--- src/rtl/button_conditioner.sv ---
// button_conditioner
// Turns raw, bouncy, asynchronous push-button pins into clean clk-domain
// signals. Each button has its own independent pipeline:
//   2-FF synchronizer -> polarity normalisation -> stable-time debouncer
//   -> registered press/release pulses -> auto-repeat FSM.
// btn_level is active-high (1 = pressed) whatever the pin polarity.

module button_conditioner #(
   parameter int NUM_BTN         = 2,
   parameter bit ACTIVE_LOW      = 1'b1,
   parameter int DEBOUNCE_CYCLES = 1000000,
   parameter int REPEAT_DELAY    = 50000000,
   parameter int REPEAT_PERIOD   = 10000000
) (
   input  logic               clk,
   input  logic               rst,
   input  logic [NUM_BTN-1:0] btn_raw,
   output logic [NUM_BTN-1:0] btn_level,
   output logic [NUM_BTN-1:0] btn_press,
   output logic [NUM_BTN-1:0] btn_release,
   output logic [NUM_BTN-1:0] btn_repeat
);

   // Debounce counter only needs to reach DEBOUNCE_CYCLES-1.
   localparam int DEB_CLOG = $clog2(DEBOUNCE_CYCLES + 1);
   localparam int DEB_W    = (DEB_CLOG < 1) ? 1 : DEB_CLOG;

   // Repeat counter covers the longer of the two repeat intervals.
   localparam int REP_MAX  = (REPEAT_DELAY > REPEAT_PERIOD) ? REPEAT_DELAY : REPEAT_PERIOD;
   localparam int REP_CLOG = $clog2(REP_MAX + 1);
   localparam int REP_W    = (REP_CLOG < 1) ? 1 : REP_CLOG;

   // Pin value that means "not pressed"; synchronizers reset to it so that
   // leaving reset never looks like a press.
   localparam logic RELEASED_PIN = ACTIVE_LOW;

   // A zero delay turns auto-repeat off entirely.
   localparam bit REPEAT_EN = (REPEAT_DELAY > 0);

   localparam logic [DEB_W-1:0] DEB_LAST    = DEB_W'((DEBOUNCE_CYCLES > 0) ? DEBOUNCE_CYCLES - 1 : 0);
   localparam logic [DEB_W-1:0] DEB_ZERO    = DEB_W'(0);
   localparam logic [DEB_W-1:0] DEB_ONE     = DEB_W'(1);
   localparam logic [REP_W-1:0] DELAY_LAST  = REP_W'((REPEAT_DELAY > 0) ? REPEAT_DELAY - 1 : 0);
   localparam logic [REP_W-1:0] PERIOD_LAST = REP_W'((REPEAT_PERIOD > 0) ? REPEAT_PERIOD - 1 : 0);
   localparam logic [REP_W-1:0] REP_ZERO    = REP_W'(0);
   localparam logic [REP_W-1:0] REP_ONE     = REP_W'(1);

   typedef enum logic [1:0] {
      ST_IDLE   = 2'd0,
      ST_DELAY  = 2'd1,
      ST_REPEAT = 2'd2
   } rep_state_t;

   for (genvar b = 0; b < NUM_BTN; b++) begin : g_btn

      logic             sync1_r;
      logic             sync2_r;
      logic             pressed_s;

      logic             level_r;
      logic             level_nxt_s;
      logic [DEB_W-1:0] deb_cnt_r;
      logic [DEB_W-1:0] deb_cnt_nxt_s;
      logic             rise_s;
      logic             fall_s;

      logic             press_r;
      logic             release_r;

      rep_state_t       state_r;
      rep_state_t       state_nxt_s;
      logic [REP_W-1:0] rep_cnt_r;
      logic [REP_W-1:0] rep_cnt_nxt_s;
      logic             repeat_r;
      logic             repeat_nxt_s;

      // Two-flop synchronizer bringing the asynchronous pin into clk domain.
      always_ff @(posedge clk or posedge rst) begin
         if (rst) begin
            sync1_r <= RELEASED_PIN;
            sync2_r <= RELEASED_PIN;
         end else begin
            sync1_r <= btn_raw[b];
            sync2_r <= sync1_r;
         end
      end

      // Normalise polarity: pressed_s is 1 while the button is held.
      assign pressed_s = sync2_r ^ ACTIVE_LOW;

      // Debounce: accept a new level only after it has differed from the
      // current level for DEBOUNCE_CYCLES consecutive cycles; any return to
      // the old level restarts qualification from zero.
      always_comb begin
         level_nxt_s   = level_r;
         deb_cnt_nxt_s = deb_cnt_r;
         rise_s        = 1'b0;
         fall_s        = 1'b0;
         if (pressed_s == level_r) begin
            deb_cnt_nxt_s = DEB_ZERO;
         end else if (deb_cnt_r == DEB_LAST) begin
            level_nxt_s   = pressed_s;
            deb_cnt_nxt_s = DEB_ZERO;
            rise_s        = pressed_s;
            fall_s        = ~pressed_s;
         end else begin
            deb_cnt_nxt_s = deb_cnt_r + DEB_ONE;
         end
      end

      // Debounced level plus press/release pulses registered on the same
      // edge, so each pulse lines up with the first cycle of the new level.
      always_ff @(posedge clk or posedge rst) begin
         if (rst) begin
            level_r   <= 1'b0;
            deb_cnt_r <= DEB_ZERO;
            press_r   <= 1'b0;
            release_r <= 1'b0;
         end else begin
            level_r   <= level_nxt_s;
            deb_cnt_r <= deb_cnt_nxt_s;
            press_r   <= rise_s;
            release_r <= fall_s;
         end
      end

      // Auto-repeat next state. The FSM leaves IDLE on the same edge that
      // raises btn_level, so the DELAY count starts in the btn_press cycle
      // and the registered repeat pulse lands exactly REPEAT_DELAY cycles
      // later. A release always wins and suppresses any pending pulse.
      always_comb begin
         state_nxt_s   = state_r;
         rep_cnt_nxt_s = rep_cnt_r;
         repeat_nxt_s  = 1'b0;
         if (fall_s) begin
            state_nxt_s   = ST_IDLE;
            rep_cnt_nxt_s = REP_ZERO;
         end else begin
            case (state_r)
               ST_IDLE: begin
                  if (rise_s && REPEAT_EN) begin
                     state_nxt_s   = ST_DELAY;
                     rep_cnt_nxt_s = REP_ZERO;
                  end else begin
                     state_nxt_s   = ST_IDLE;
                     rep_cnt_nxt_s = REP_ZERO;
                  end
               end
               ST_DELAY: begin
                  if (rep_cnt_r == DELAY_LAST) begin
                     repeat_nxt_s  = 1'b1;
                     state_nxt_s   = ST_REPEAT;
                     rep_cnt_nxt_s = REP_ZERO;
                  end else begin
                     rep_cnt_nxt_s = rep_cnt_r + REP_ONE;
                  end
               end
               ST_REPEAT: begin
                  if (rep_cnt_r == PERIOD_LAST) begin
                     repeat_nxt_s  = 1'b1;
                     rep_cnt_nxt_s = REP_ZERO;
                  end else begin
                     rep_cnt_nxt_s = rep_cnt_r + REP_ONE;
                  end
               end
               default: begin
                  state_nxt_s   = ST_IDLE;
                  rep_cnt_nxt_s = REP_ZERO;
               end
            endcase
         end
      end

      // Auto-repeat state, counter and registered repeat pulse.
      always_ff @(posedge clk or posedge rst) begin
         if (rst) begin
            state_r   <= ST_IDLE;
            rep_cnt_r <= REP_ZERO;
            repeat_r  <= 1'b0;
         end else begin
            state_r   <= state_nxt_s;
            rep_cnt_r <= rep_cnt_nxt_s;
            repeat_r  <= repeat_nxt_s;
         end
      end

      assign btn_level[b]   = level_r;
      assign btn_press[b]   = press_r;
      assign btn_release[b] = release_r;
      assign btn_repeat[b]  = repeat_r;

   end : g_btn

   button_conditioner_checker #(
      .NUM_BTN (NUM_BTN)
   ) u_checker (
      .clk         (clk),
      .rst         (rst),
      .btn_level   (btn_level),
      .btn_press   (btn_press),
      .btn_release (btn_release),
      .btn_repeat  (btn_repeat)
   );

endmodule

// button_conditioner_checker
// Output-relationship properties that must hold for every button.
module button_conditioner_checker #(
   parameter int NUM_BTN = 2
) (
   input logic               clk,
   input logic               rst,
   input logic [NUM_BTN-1:0] btn_level,
   input logic [NUM_BTN-1:0] btn_press,
   input logic [NUM_BTN-1:0] btn_release,
   input logic [NUM_BTN-1:0] btn_repeat
);

   localparam logic [NUM_BTN-1:0] NONE = '0;

   // A press pulse never coincides with a repeat pulse.
   a_press_not_repeat: assert property (@(posedge clk) disable iff (rst)
      ((btn_press & btn_repeat) == NONE));

   // A release pulse never coincides with a repeat pulse.
   a_release_not_repeat: assert property (@(posedge clk) disable iff (rst)
      ((btn_release & btn_repeat) == NONE));

   // Press pulses only while the debounced level is high.
   a_press_level: assert property (@(posedge clk) disable iff (rst)
      ((btn_press & ~btn_level) == NONE));

   // Release pulses only while the debounced level is low.
   a_release_level: assert property (@(posedge clk) disable iff (rst)
      ((btn_release & btn_level) == NONE));

   // Repeat pulses only while the button is held.
   a_repeat_level: assert property (@(posedge clk) disable iff (rst)
      ((btn_repeat & ~btn_level) == NONE));

endmodule

--- config.mk ---
export PLATFORM = sky130hd
export DESIGN_NAME = button_conditioner
export DESIGN_NICKNAME = d
export VERILOG_FILES = /design/src/rtl/button_conditioner.sv
export SDC_FILE = /design/constraint.sdc
export NUM_CORES = 1
export LEC_CHECK = 0
export CAP_MARGIN = 5
export CORE_MARGIN = 4
export CORE_UTILIZATION = 50
export CTS_BUF_LIST = sky130_fd_sc_hd__clkbuf_8
export CTS_CLUSTER_DIAMETER = 30
export DETAILED_ROUTE_END_ITERATION = 16
export PLACE_DENSITY = 0.69
export SLEW_MARGIN = 10
export SYNTH_ARGS = -nofsm -noshare
export SYNTH_HDL_FRONTEND = slang
export SYNTH_HIERARCHICAL = 1
export SYNTH_SLANG_ARGS = --single-unit
--- constraint.sdc ---
create_clock -name clk -period 3.6 [get_ports clk]
set_clock_uncertainty 0.15 [all_clocks]
set_input_delay 0.72 -clock clk [delete_from_list [all_inputs] [get_ports clk]]
set_output_delay 0.72 -clock clk [all_outputs]
set_load 0.005 [all_outputs]
After elaboration in Yosys (flattened, before gate mapping)

Index checks and enable logic that the tools add are counted.

Flip-flop bits (word level): 108
Bits of input ports: 4
Output and inout bits: 8
Word-level logic and storage cells: 84

Add/subtract/negate cells: 4
Eq/ne operators: 16
Mux-type cells: 36
Bitwise logic cells: 4
Reductions and logical operators: 6

Operators with widths:

| operator                                                           | number |
|---|---|
| 26-bit 2-to-1 mux                                                  | 6 |
| 26-bit case mux with 2 select lines                                | 2 |
| 20-bit 2-to-1 mux                                                  | 4 |
| 26-bit by 1-bit adder with 26-bit output (second input constant)   | 2 |
| 26-bit by 24-bit == test with 1-bit output (second input constant) | 2 |
| 26-bit == test (second input constant)                             | 2 |
| 20-bit by 1-bit adder with 20-bit output (second input constant)   | 2 |
| 20-bit == test (second input constant)                             | 2 |
| 1-bit 2-to-1 mux                                                   | 16 |
| 2-bit case mux with 3 select lines                                 | 2 |
| 2-bit 2-to-1 mux                                                   | 4 |
| 2-bit AND reduction                                                | 4 |
| 3-bit inequality test (second input constant)                      | 2 |
| 2-bit by 1-bit == test with 1-bit output (second input constant)   | 2 |
| 2-bit == test (second input constant)                              | 2 |
| 2-bit logical NOT                                                  | 2 |
| 2-bit inequality test (second input constant)                      | 2 |
| 1-bit NOT                                                          | 4 |
| 1-bit case mux with 2 select lines                                 | 2 |
| 1-bit == test                                                      | 2 |

Longest topological paths before layout

Gate-level depths: netlist of run 1.

Word-level depth: 6
Gate-level depth with buffers: 8
Gate-level depth less buffers: 6

Worst setup path before layout of run 1

Ideal clock, no wire load.

Path type: register to register
From: register g_btn[1].rep_cnt_r[10]
To: register g_btn[1].rep_cnt_r[12]
Setup time: 0.120 ns
Data arrival time: 1.946 ns
Data required time: 3.330 ns
Slack: 1.384 ns
Cell stages (with the launch flop): 7
Path buffers: 1
Clock period less this slack: 2.216 ns
Cell sequence: dfrtp_1 or3b_1 or4_1 o21a_1 o211ai_4 buf_6 nor2_1

Word-level cells in the longest chain between the ends: 4
Elaborated cells between the ends (all ways): 7
Classes of those cells: add/sub: 1; eq/ne: 2; mux: 4

RTL lines:

| item                                                             | RTL line | source |
|---|---|---|
| from (decl)                                                      | 72       | `logic [REP_W-1:0] rep_cnt_r;` |
| from (signal assigned)                                           | 182      | `rep_cnt_r <= rep_cnt_nxt_s;` |
| 26-bit by 1-bit adder with 26-bit output (tied with other cells) | 155, 163 |  |
| 26-bit 2-to-1 mux, on equally long branches                      | 159, 150 |  |
| 26-bit case mux with 2 select lines *                            | 139      | `case (state_r)` |
| 26-bit 2-to-1 mux *                                              | 135      | `if (fall_s) begin` |
| named net g_btn[1].rep_cnt_nxt_s[12]                             | 73       | `logic [REP_W-1:0] rep_cnt_nxt_s;` |

Mark *: on every way through the listed nets, which the timed path passes. The rest lies on a longest branch.
A chain may end at the register's enable or synchronous reset.

Worst setup path in the final report of run 1

From: register g_btn[1].rep_cnt_r[9]
To: register g_btn[1].rep_cnt_r[10]

The elaborated chain is that of the path after synthesis.

==> impl_table.tex, run 1 <==
\begin{tabular}{lr}
\hline
Metric & Value \\
\hline
\multicolumn{2}{l}{\textbf{Timing}} \\
Worst slack on hold paths & 0.214 ns \\
Max Fclk & 386 MHz \\
Min cycle time layout & 2.59 ns \\
Least-Margin Pin Slew & 0.877 ns \\
Final count of negative-setup-slack endpoints & 0 \\
Worst slew margin & 41.0\% \\
Setup\_tns & 0 ns \\
Final number of max-transition violations & 0 \\
Post-route clock period utilization & 71.9\% \\
Unrepaired setup endpoints after global routing & no \\
Final hold viol count & 0 \\
\multicolumn{2}{l}{\textbf{GRT}} \\
Maximum number of pins on one net before global-route repair & 109 \\
Antenna violations before repair & 0 \\
Met1 Usage GRT & 21.6\% \\
Wire length of the first global-routing pass & 16.6 mm \\
Total gr overflow & 0 \\
Routing usage on met2 & 25.6\% \\
Total track usage & 16.2\% \\
Via count of the first global-routing pass & 3555 \\
GR met3 Demand/Resource & 5.33\% \\
Global routing's busiest layer & met2 \\
\multicolumn{2}{l}{\textbf{Routing}} \\
Post-route DRC violation count & 0 \\
First-pass detailed-route iteration total & 4 \\
WL per Instance & 13.7 um \\
Via count normalized by instance count & 5.32 \\
Final routed wirelength across all metal layers & 9.61 mm \\
Remaining number of nets flagged by the antenna check after routing & 0 \\
Via count & 3738 \\
Starting DRT DRC Count & 174 \\
\multicolumn{2}{l}{\textbf{Placed design}} \\
Standard cell area after detailed placement & 5590 um2 \\
Routability Congestion & 0.766 \\
Port-buffer cells & 11 \\
HPWL after detailed placement & 6.51 mm \\
\multicolumn{2}{l}{\textbf{CTS}} \\
H-tree depth & 3 \\
Deepest clock path buffer count & 2 \\
Setup repair bufs after CTS & 0 \\
Clock slew at reported path FFs & 0.10 ns \\
Clock latency on the worst-skew pair & 0.39 ns \\
Root Buffer & clkbuf\_8 \\
CTS tree & built \\
Number of clock buffers inserted by TritonCTS & 9 \\
Number of hold buffers added after cts & 0 \\
Quantity of gates resized following cts & 0 \\
Sinks on Clock Net & 108 \\
\multicolumn{2}{l}{\textbf{Finish}} \\
Inserted Diodes & 0 \\
Most common cell after layout, fill and taps aside & nor2\_1 \\
Commonest cells after routing, fill and taps aside & 109 x nor2\_1, 104 x dfrtp\_1, 50 x xnor2\_1 \\
Share of final-layout standard cells stronger than drive strength 1 & 5.30\% \\
Post-route design area & 5820 um2 \\
Layout overhead on the synthesized area & 7.93\% \\
Fin nets & 577 \\
Number of inserted filler cells in the final layout & 932 \\
\multicolumn{2}{l}{\textbf{Setup path}} \\
Worst path cell trace & or3b\_1, or4\_1, o21a\_1, o211ai\_4, nor2\_1 \\
Kind of critical path & flop to flop \\
Max stage delay cell, worst path & o211ai\_4 \\
Maximum fanout count along the critical path & 26 \\
Critical path required time & 3.69 ns \\
Slowest Stage Delay on Critical Path & 0.61 ns \\
Crit path arrival time & 2.68 ns \\
Type of origin of the critical path & flop \\
Critical Path End Type & flop \\
\multicolumn{2}{l}{\textbf{Power and ir drop}} \\
Ratio of total power to cell area & 363 nW/um2 \\
Internal power component & 0.00166 W \\
Sequential power share & 58.0\% \\
Tot Pwr & 0.00212 W \\
IR drop worst, VDD & 0.320 mV \\
Part of the total power dissipated in combinational logic & 2.3\% \\
Net switching power of the design & 0.000451 W \\
Switching share of total power & 21.3\% \\
Relative contribution of the clock network to total power & 39.7\% \\
Reported leakage power & 2.27 nW \\
\multicolumn{2}{l}{\textbf{Die}} \\
Core Footprint & 10400 um2 \\
Starting density of the core & 51.8\% \\
Die Y-Extent & 112 um \\
Floorplan die width & 112 um \\
IO Pins & 12 \\
Placement Rows & 37 \\
Die outline area & 12500 um2 \\
\multicolumn{2}{l}{\textbf{Logic synthesis}} \\
Summed instance area of the synthesized netlist & 5390 um2 \\
Netlist cell types & 41 \\
Syn Nets & 573 \\
Seq/Total Area, Yosys & 50.2\% \\
Number of warnings reported in the yosys synthesis log & 6 \\
Flip-flop and latch count after synthesis & 108 \\
Post-synthesis average cell area & 9.68 um2 \\
Post-Syn Instances & 557 \\
\multicolumn{2}{l}{\textbf{Worst hold path}} \\
Path class of the lowest-slack min-delay path & flop to flop \\
\multicolumn{2}{l}{\textbf{Status}} \\
Run status & finished, final reports clean \\
\multicolumn{2}{l}{\textbf{Job}} \\
Max Cap Viol & 0 \\
\hline
\end{tabular}
## stage by stage
| stage | utilization, % | cells | worst slack, ns |
|---|---|---|---|
| 6_report | 55.9 | 702 | 1.01 |
| 2_1_floorplan | - | 557 | 1.38 |
| 5_1_grt | 55.9 | 702 | 0.842 |
| 3_3_place_gp | 53.6 | 686 | 1.10 |
| 4_1_cts | 55.9 | 702 | 0.996 |
| 3_5_place_dp | 53.6 | 686 | 1.01 |
## Yosys cell counts (all sizes together)
library cell | number | area (um2)
or3 | 3 | 18.8
nand3b | 4 | 30.0
nand4bb | 1 | 11.3
o211a | 1 | 10.0
nand3 | 33 | 165
nor4b | 1 | 8.76
nor2b | 4 | 25.0
xor2 | 35 | 307
dfstp | 4 | 105
o21ai | 5 | 25.0
or2 | 3 | 18.8
dfrtp | 104 | 2600
or4 | 3 | 22.5
o211ai | 1 | 21.3
clkbuf | 7 | 26.3
and3 | 10 | 62.6
mux2i | 2 | 20.0
o31a | 1 | 8.76
inv | 21 | 78.8
ha | 12 | 150
nor2 | 109 | 409
nor3 | 24 | 120
nand2 | 40 | 150
a31o | 1 | 8.76
a2bb2oi | 2 | 17.5
o21a | 1 | 7.51
or3b | 1 | 8.76
and4 | 9 | 78.8
xnor2 | 50 | 438
and2 | 7 | 43.8
a21oi | 2 | 10.0
nor4bb | 3 | 30.0
a221o | 1 | 10.0
and4b | 1 | 10.0
buf | 15 | 108
nor4 | 15 | 93.8
nand4 | 20 | 125
o31ai | 1 | 7.51
## flip-flops by register name, indices dropped and copies added, names as in the netlist
name and flops:
g_btn.state_r 4, g_btn.level_r 2, g_btn.release_r 2, g_btn.press_r 2
g_btn.sync1_r 2, g_btn.repeat_r 2, g_btn.rep_cnt_r 52, g_btn.sync2_r 2
g_btn.deb_cnt_r 40
## logic make-up after synthesis
kind of cell               after synthesis  synth area share (%)
and+or+nand+nor                        291                  26.6
DFF                                    108                  50.2
xor gates and xnor gates                85                  13.8
buffers and inverters                   43                  3.94
AOI/OAI and AO/OA                       16                  2.34
adders and majority gates               12                  2.78
muxes                                    2                 0.371
## worst paths after layout
path,startpoint,endpoint,slack (ns),cells after the start
worst max-delay path,g_btn[1].rep_cnt_r[9],g_btn[1].rep_cnt_r[10],1.01,5
worst min-delay path,g_btn[1].sync1_r,g_btn[1].sync2_r,0.21,0
worst max register to register,g_btn[1].rep_cnt_r[9],g_btn[1].rep_cnt_r[10],1.01,5
worst min register to register,g_btn[1].sync1_r,g_btn[1].sync2_r,0.21,0
max in group asynchronous,rst,g_btn[0].deb_cnt_r[19],2.20,3
min in group asynchronous,rst,g_btn[1].deb_cnt_r[11],0.69,3
## per-layer routing
metal | routed length, um | vias to the layer above | part of all wire, %
li1 | - | 1864 | -
met1 | 4590 | 1828 | 48
met5 | 0 | - | 0
met3 | 324 | 9 | 3.4
met4 | 94 | 0 | 0.98
met2 | 4600 | 37 | 48
## worst max-delay path: cells and delay by family, from the launching register on
family	cells	cell delay (ns)
compound gates	2	0.87
simple gates	3	0.99
flops	1	0.44
## power groups by stage
| stage | Sequential [W] | Combinational [W] | Clock (W) |
|---|---|---|---|
| 2_1_floorplan | 0.00125 | 0.0000335 | 0 |
| 3_3_place_gp | 0.00125 | 0.0000497 | 0 |
| 3_5_place_dp | 0.00125 | 0.0000505 | 0 |
| 4_1_cts | 0.00123 | 0.0000508 | 0.000870 |
| 5_1_grt | 0.00123 | 0.0000564 | 0.000916 |
| 6_report | 0.00123 | 0.0000479 | 0.000840 |
## area by class of cell
cell class / instances / area (um2) / share of cell area [%]
multi-input combinational: 406 / 2470 / 42.5
sequential: 108 / 2710 / 46.5
tap: 136 / 170 / 2.92
inverter: 21 / 82.6 / 1.42
timing repair buffer: 15 / 153 / 2.62
clock buffer: 11 / 151 / 2.60
clock inverter: 5 / 83.8 / 1.44
No activity file was read; power rests on OpenSTA's default activity.
==> run 2, diff against run 1 <==
--- a/config.mk
+++ b/config.mk
@@ -11,7 +11,7 @@
 export CTS_BUF_LIST = sky130_fd_sc_hd__clkbuf_8
 export CTS_CLUSTER_DIAMETER = 30
 export DETAILED_ROUTE_END_ITERATION = 16
-export PLACE_DENSITY = 0.69
+export PLACE_DENSITY = 0.66
 export SLEW_MARGIN = 10
 export SYNTH_ARGS = -nofsm -noshare
 export SYNTH_HDL_FRONTEND = slang
==> constraint.sdc (replaced) <==
create_clock -name clk -period 2.6 [get_ports clk]
set_clock_uncertainty 0.15 [all_clocks]
set_input_delay 0.52 -clock clk [delete_from_list [all_inputs] [get_ports clk]]
set_output_delay 0.52 -clock clk [all_outputs]
set_load 0.005 [all_outputs]
==> run 2 against run 1 <==
Via count about the same; register-to-register slack worse by 0.75 ns; global-route usage grew 0.35 points; non-clock buffer count rose by 8; sequential share of layout area is 0.31 points lower; count of clock-buffer cells in the layout down 1; die area did not move; first-iteration DRC count up 19%; largest power group unchanged; highest routed layer unchanged.
==> impl_table.tex, run 2 (synthesized netlist as in run 1, its figures left out) <==
\begin{tabular}{lr}
\hline
Metric & Value \\
\hline
\multicolumn{2}{l}{\textbf{Status}} \\
Run status & finished, final reports clean (unchanged) \\
\multicolumn{2}{l}{\textbf{Placed design}} \\
Port-buffer cells & 11 (unchanged) \\
HPWL after detailed placement & 6.41 mm (was 6.51 mm) \\
Standard cell area after detailed placement & 5660 um2 (was 5590 um2) \\
Number of placed cells counting well taps & 694 (was 686) \\
Routability Congestion & 0.795 (was 0.766) \\
\multicolumn{2}{l}{\textbf{Finish}} \\
Inserted Diodes & 0 (unchanged) \\
Layout overhead on the synthesized area & 8.65\% (was 7.93\%) \\
Share of final-layout standard cells stronger than drive strength 1 & 6.45\% (was 5.30\%) \\
Post-route design area & 5860 um2 (was 5820 um2) \\
Commonest cells after routing, fill and taps aside & 109 x nor2\_1, 104 x dfrtp\_1, 50 x xnor2\_1 (unchanged) \\
Non-filler instance count after layout & 710 (was 702) \\
Flip-flop count of the largest register after layout & 52 (unchanged) \\
Top register by number of flip-flops & g\_btn.rep\_cnt\_r (unchanged) \\
Number of inserted filler cells in the final layout & 922 (was 932) \\
Fin nets & 585 (was 577) \\
Regs by FF count & g\_btn.rep\_cnt\_r: 52 flops, g\_btn.deb\_cnt\_r: 40 flops, g\_btn.state\_r: 4 flops (unchanged) \\
Most common cell after layout, fill and taps aside & nor2\_1 (unchanged) \\
\multicolumn{2}{l}{\textbf{GRT}} \\
Total gr overflow & 0 (unchanged) \\
Global routing's busiest layer & met2 (unchanged) \\
Via count of the first global-routing pass & 3784 (was 3555) \\
GR met3 Demand/Resource & 2.72\% (was 5.33\%) \\
Routing usage on met2 & 25.9\% (was 25.6\%) \\
Wire length of the first global-routing pass & 17.3 mm (was 16.6 mm) \\
Maximum number of pins on one net before global-route repair & 74 (was 109) \\
Met1 Usage GRT & 22.9\% (was 21.6\%) \\
Antenna violations before repair & 0 (unchanged) \\
Total track usage & 16.5\% (was 16.2\%) \\
\multicolumn{2}{l}{\textbf{CTS}} \\
CTS tree & built (unchanged) \\
Deepest clock path buffer count & 2 (unchanged) \\
Sinks on Clock Net & 108 (unchanged) \\
Number of clock buffers inserted by TritonCTS & 9 (unchanged) \\
Clock slew at reported path FFs & 0.10 ns (about the same) \\
Quantity of gates resized following cts & 0 (unchanged) \\
Clock latency on the worst-skew pair & 0.38 ns (was 0.39 ns) \\
Number of hold buffers added after cts & 0 (unchanged) \\
Setup repair bufs after CTS & 0 (unchanged) \\
Root Buffer & clkbuf\_8 (unchanged) \\
H-tree depth & 3 (unchanged) \\
\multicolumn{2}{l}{\textbf{Setup path}} \\
Critical path required time & 2.71 ns (was 3.69 ns) \\
Maximum fanout count along the critical path & 17 (was 26) \\
Crit path arrival time & 2.45 ns (was 2.68 ns) \\
Worst r2r path cells & 7 (was 5) \\
Reg2reg end & g\_btn[0].rep\_cnt\_r[7] (was g\_btn[1].rep\_cnt\_r[10]) \\
Critical Path End Type & flop (unchanged) \\
Register-to-register setup slack & 0.26 ns (was 1.01 ns) \\
Type of origin of the critical path & flop (unchanged) \\
Kind of critical path & flop to flop (unchanged) \\
Startpoint of the worst register-to-register path & g\_btn[0].deb\_cnt\_r[0] (was g\_btn[1].rep\_cnt\_r[9]) \\
\multicolumn{2}{l}{\textbf{Timing}} \\
Final hold viol count & 0 (unchanged) \\
Setup\_tns & 0 ns (unchanged) \\
Final number of max-transition violations & 0 (unchanged) \\
Unrepaired setup endpoints after global routing & no (unchanged) \\
Min cycle time layout & 2.34 ns (was 2.59 ns) \\
Max Fclk & 427 MHz (was 386 MHz) \\
Final count of negative-setup-slack endpoints & 0 (unchanged) \\
Worst slew margin & 70.2\% (was 41.0\%) \\
Post-route clock period utilization & 90.0\% (was 71.9\%) \\
Least-Margin Pin Slew & 0.446 ns (was 0.877 ns) \\
\multicolumn{2}{l}{\textbf{Die}} \\
Floorplan die width & 112 um (unchanged) \\
Die outline area & 12500 um2 (unchanged) \\
IO Pins & 12 (unchanged) \\
Core Footprint & 10400 um2 (unchanged) \\
Placement Rows & 37 (unchanged) \\
Die Y-Extent & 112 um (unchanged) \\
Starting density of the core & 51.8\% (unchanged) \\
\multicolumn{2}{l}{\textbf{Routing}} \\
Post-route DRC violation count & 0 (unchanged) \\
WL per Instance & 13.3 um (was 13.7 um) \\
Starting DRT DRC Count & 207 (was 174) \\
Remaining number of nets flagged by the antenna check after routing & 0 (unchanged) \\
Via count & 3741 (was 3738) \\
Via count normalized by instance count & 5.27 (was 5.32) \\
Final routed wirelength across all metal layers & 9.42 mm (was 9.61 mm) \\
First-pass detailed-route iteration total & 4 (unchanged) \\
\multicolumn{2}{l}{\textbf{Power and ir drop}} \\
Tot Pwr & 0.00281 W (was 0.00212 W) \\
Ratio of total power to cell area & 480 nW/um2 (was 363 nW/um2) \\
Reported leakage power & 2.31 nW (was 2.27 nW) \\
IR drop worst, VDD & 0.329 mV (was 0.320 mV) \\
\multicolumn{2}{l}{\textbf{Worst hold path}} \\
Cells on Worst Hold Path & 0 (unchanged) \\
Hold endpoint & g\_btn[1].sync2\_r (unchanged) \\
Hold Path Origin & g\_btn[1].sync1\_r (unchanged) \\
Path class of the lowest-slack min-delay path & flop to flop (unchanged) \\
\multicolumn{2}{l}{\textbf{Job}} \\
Max Cap Viol & 0 (unchanged) \\
\hline
\end{tabular}
run 2: cell types whose count changed in the layout (fill, tap and decap cells not counted), sizes merged:
cell	change
clkinvlp	-1
bufinv	-1
buf	+8
clkbuf	-1
inv	+2
clkinv	+1
run 2: final cells by class:
type | count | area, um2 | area share [%]
Tap cell | 136 | 170 | 2.90
Timing Repair Buffer | 23 | 225 | 3.84
Clock inverter | 6 | 63.8 | 1.09
Sequential cell | 108 | 2710 | 46.2
Multi-Input combinational cell | 406 | 2470 | 42.2
Inverter | 21 | 82.6 | 1.41
Clock buffer | 10 | 138 | 2.35
run 2: how the worst max path moves through the flow:
stage,start,to,cells past startpoint
final,g_btn[0].deb_cnt_r[0],g_btn[0].rep_cnt_r[7],7
after global routing,g_btn[0].deb_cnt_r[0],g_btn[0].rep_cnt_r[7],7
after CTS,g_btn[0].deb_cnt_r[0],g_btn[0].rep_cnt_r[7],7
after detailed placement,g_btn[0].deb_cnt_r[0],g_btn[0].rep_cnt_r[21],7
after global placement,g_btn[1].rep_cnt_r[10],g_btn[1].rep_cnt_r[13],6
after floorplan,g_btn[1].rep_cnt_r[10],g_btn[1].rep_cnt_r[12],6
run 2: through the flow:
step | worst slack [ns] | hold slack, ns | utilization, %
final | 0.259 | 0.216 | 56.3
after global routing | 0.0310 | 0.223 | 56.3
after CTS | 0.265 | 0.218 | 56.3
after detailed placement | 0.276 | 0.199 | 54.3
after global placement | 0.326 | 0.204 | 54.3
after floorplan | 0.384 | 0.195 | -
run 2: routing by layer:
layer	routed length, um	share of wire, %
met1	4830	51
met2	4240	45
met3	190	2.0
met4	158	1.7
met5	0	0
run 2: critical path: stages (launching register included):
cell,delay (ns)
dfrtp_1,0.37
ha_1,0.19
nand3_1,0.16
or3_1,0.43
nor3_1,0.40
a221o_1,0.24
buf_4,0.22
nor2_1,0.07
run 2: where the power goes:
part            total, W  leakage (nW)  switching [W]  internal, W
clock            0.00104         0.104       0.000571     0.000472
combinational  0.0000684         0.715      0.0000492    0.0000191
sequential       0.00170          1.49     0.00000887      0.00169
total            0.00281          2.31       0.000629      0.00218
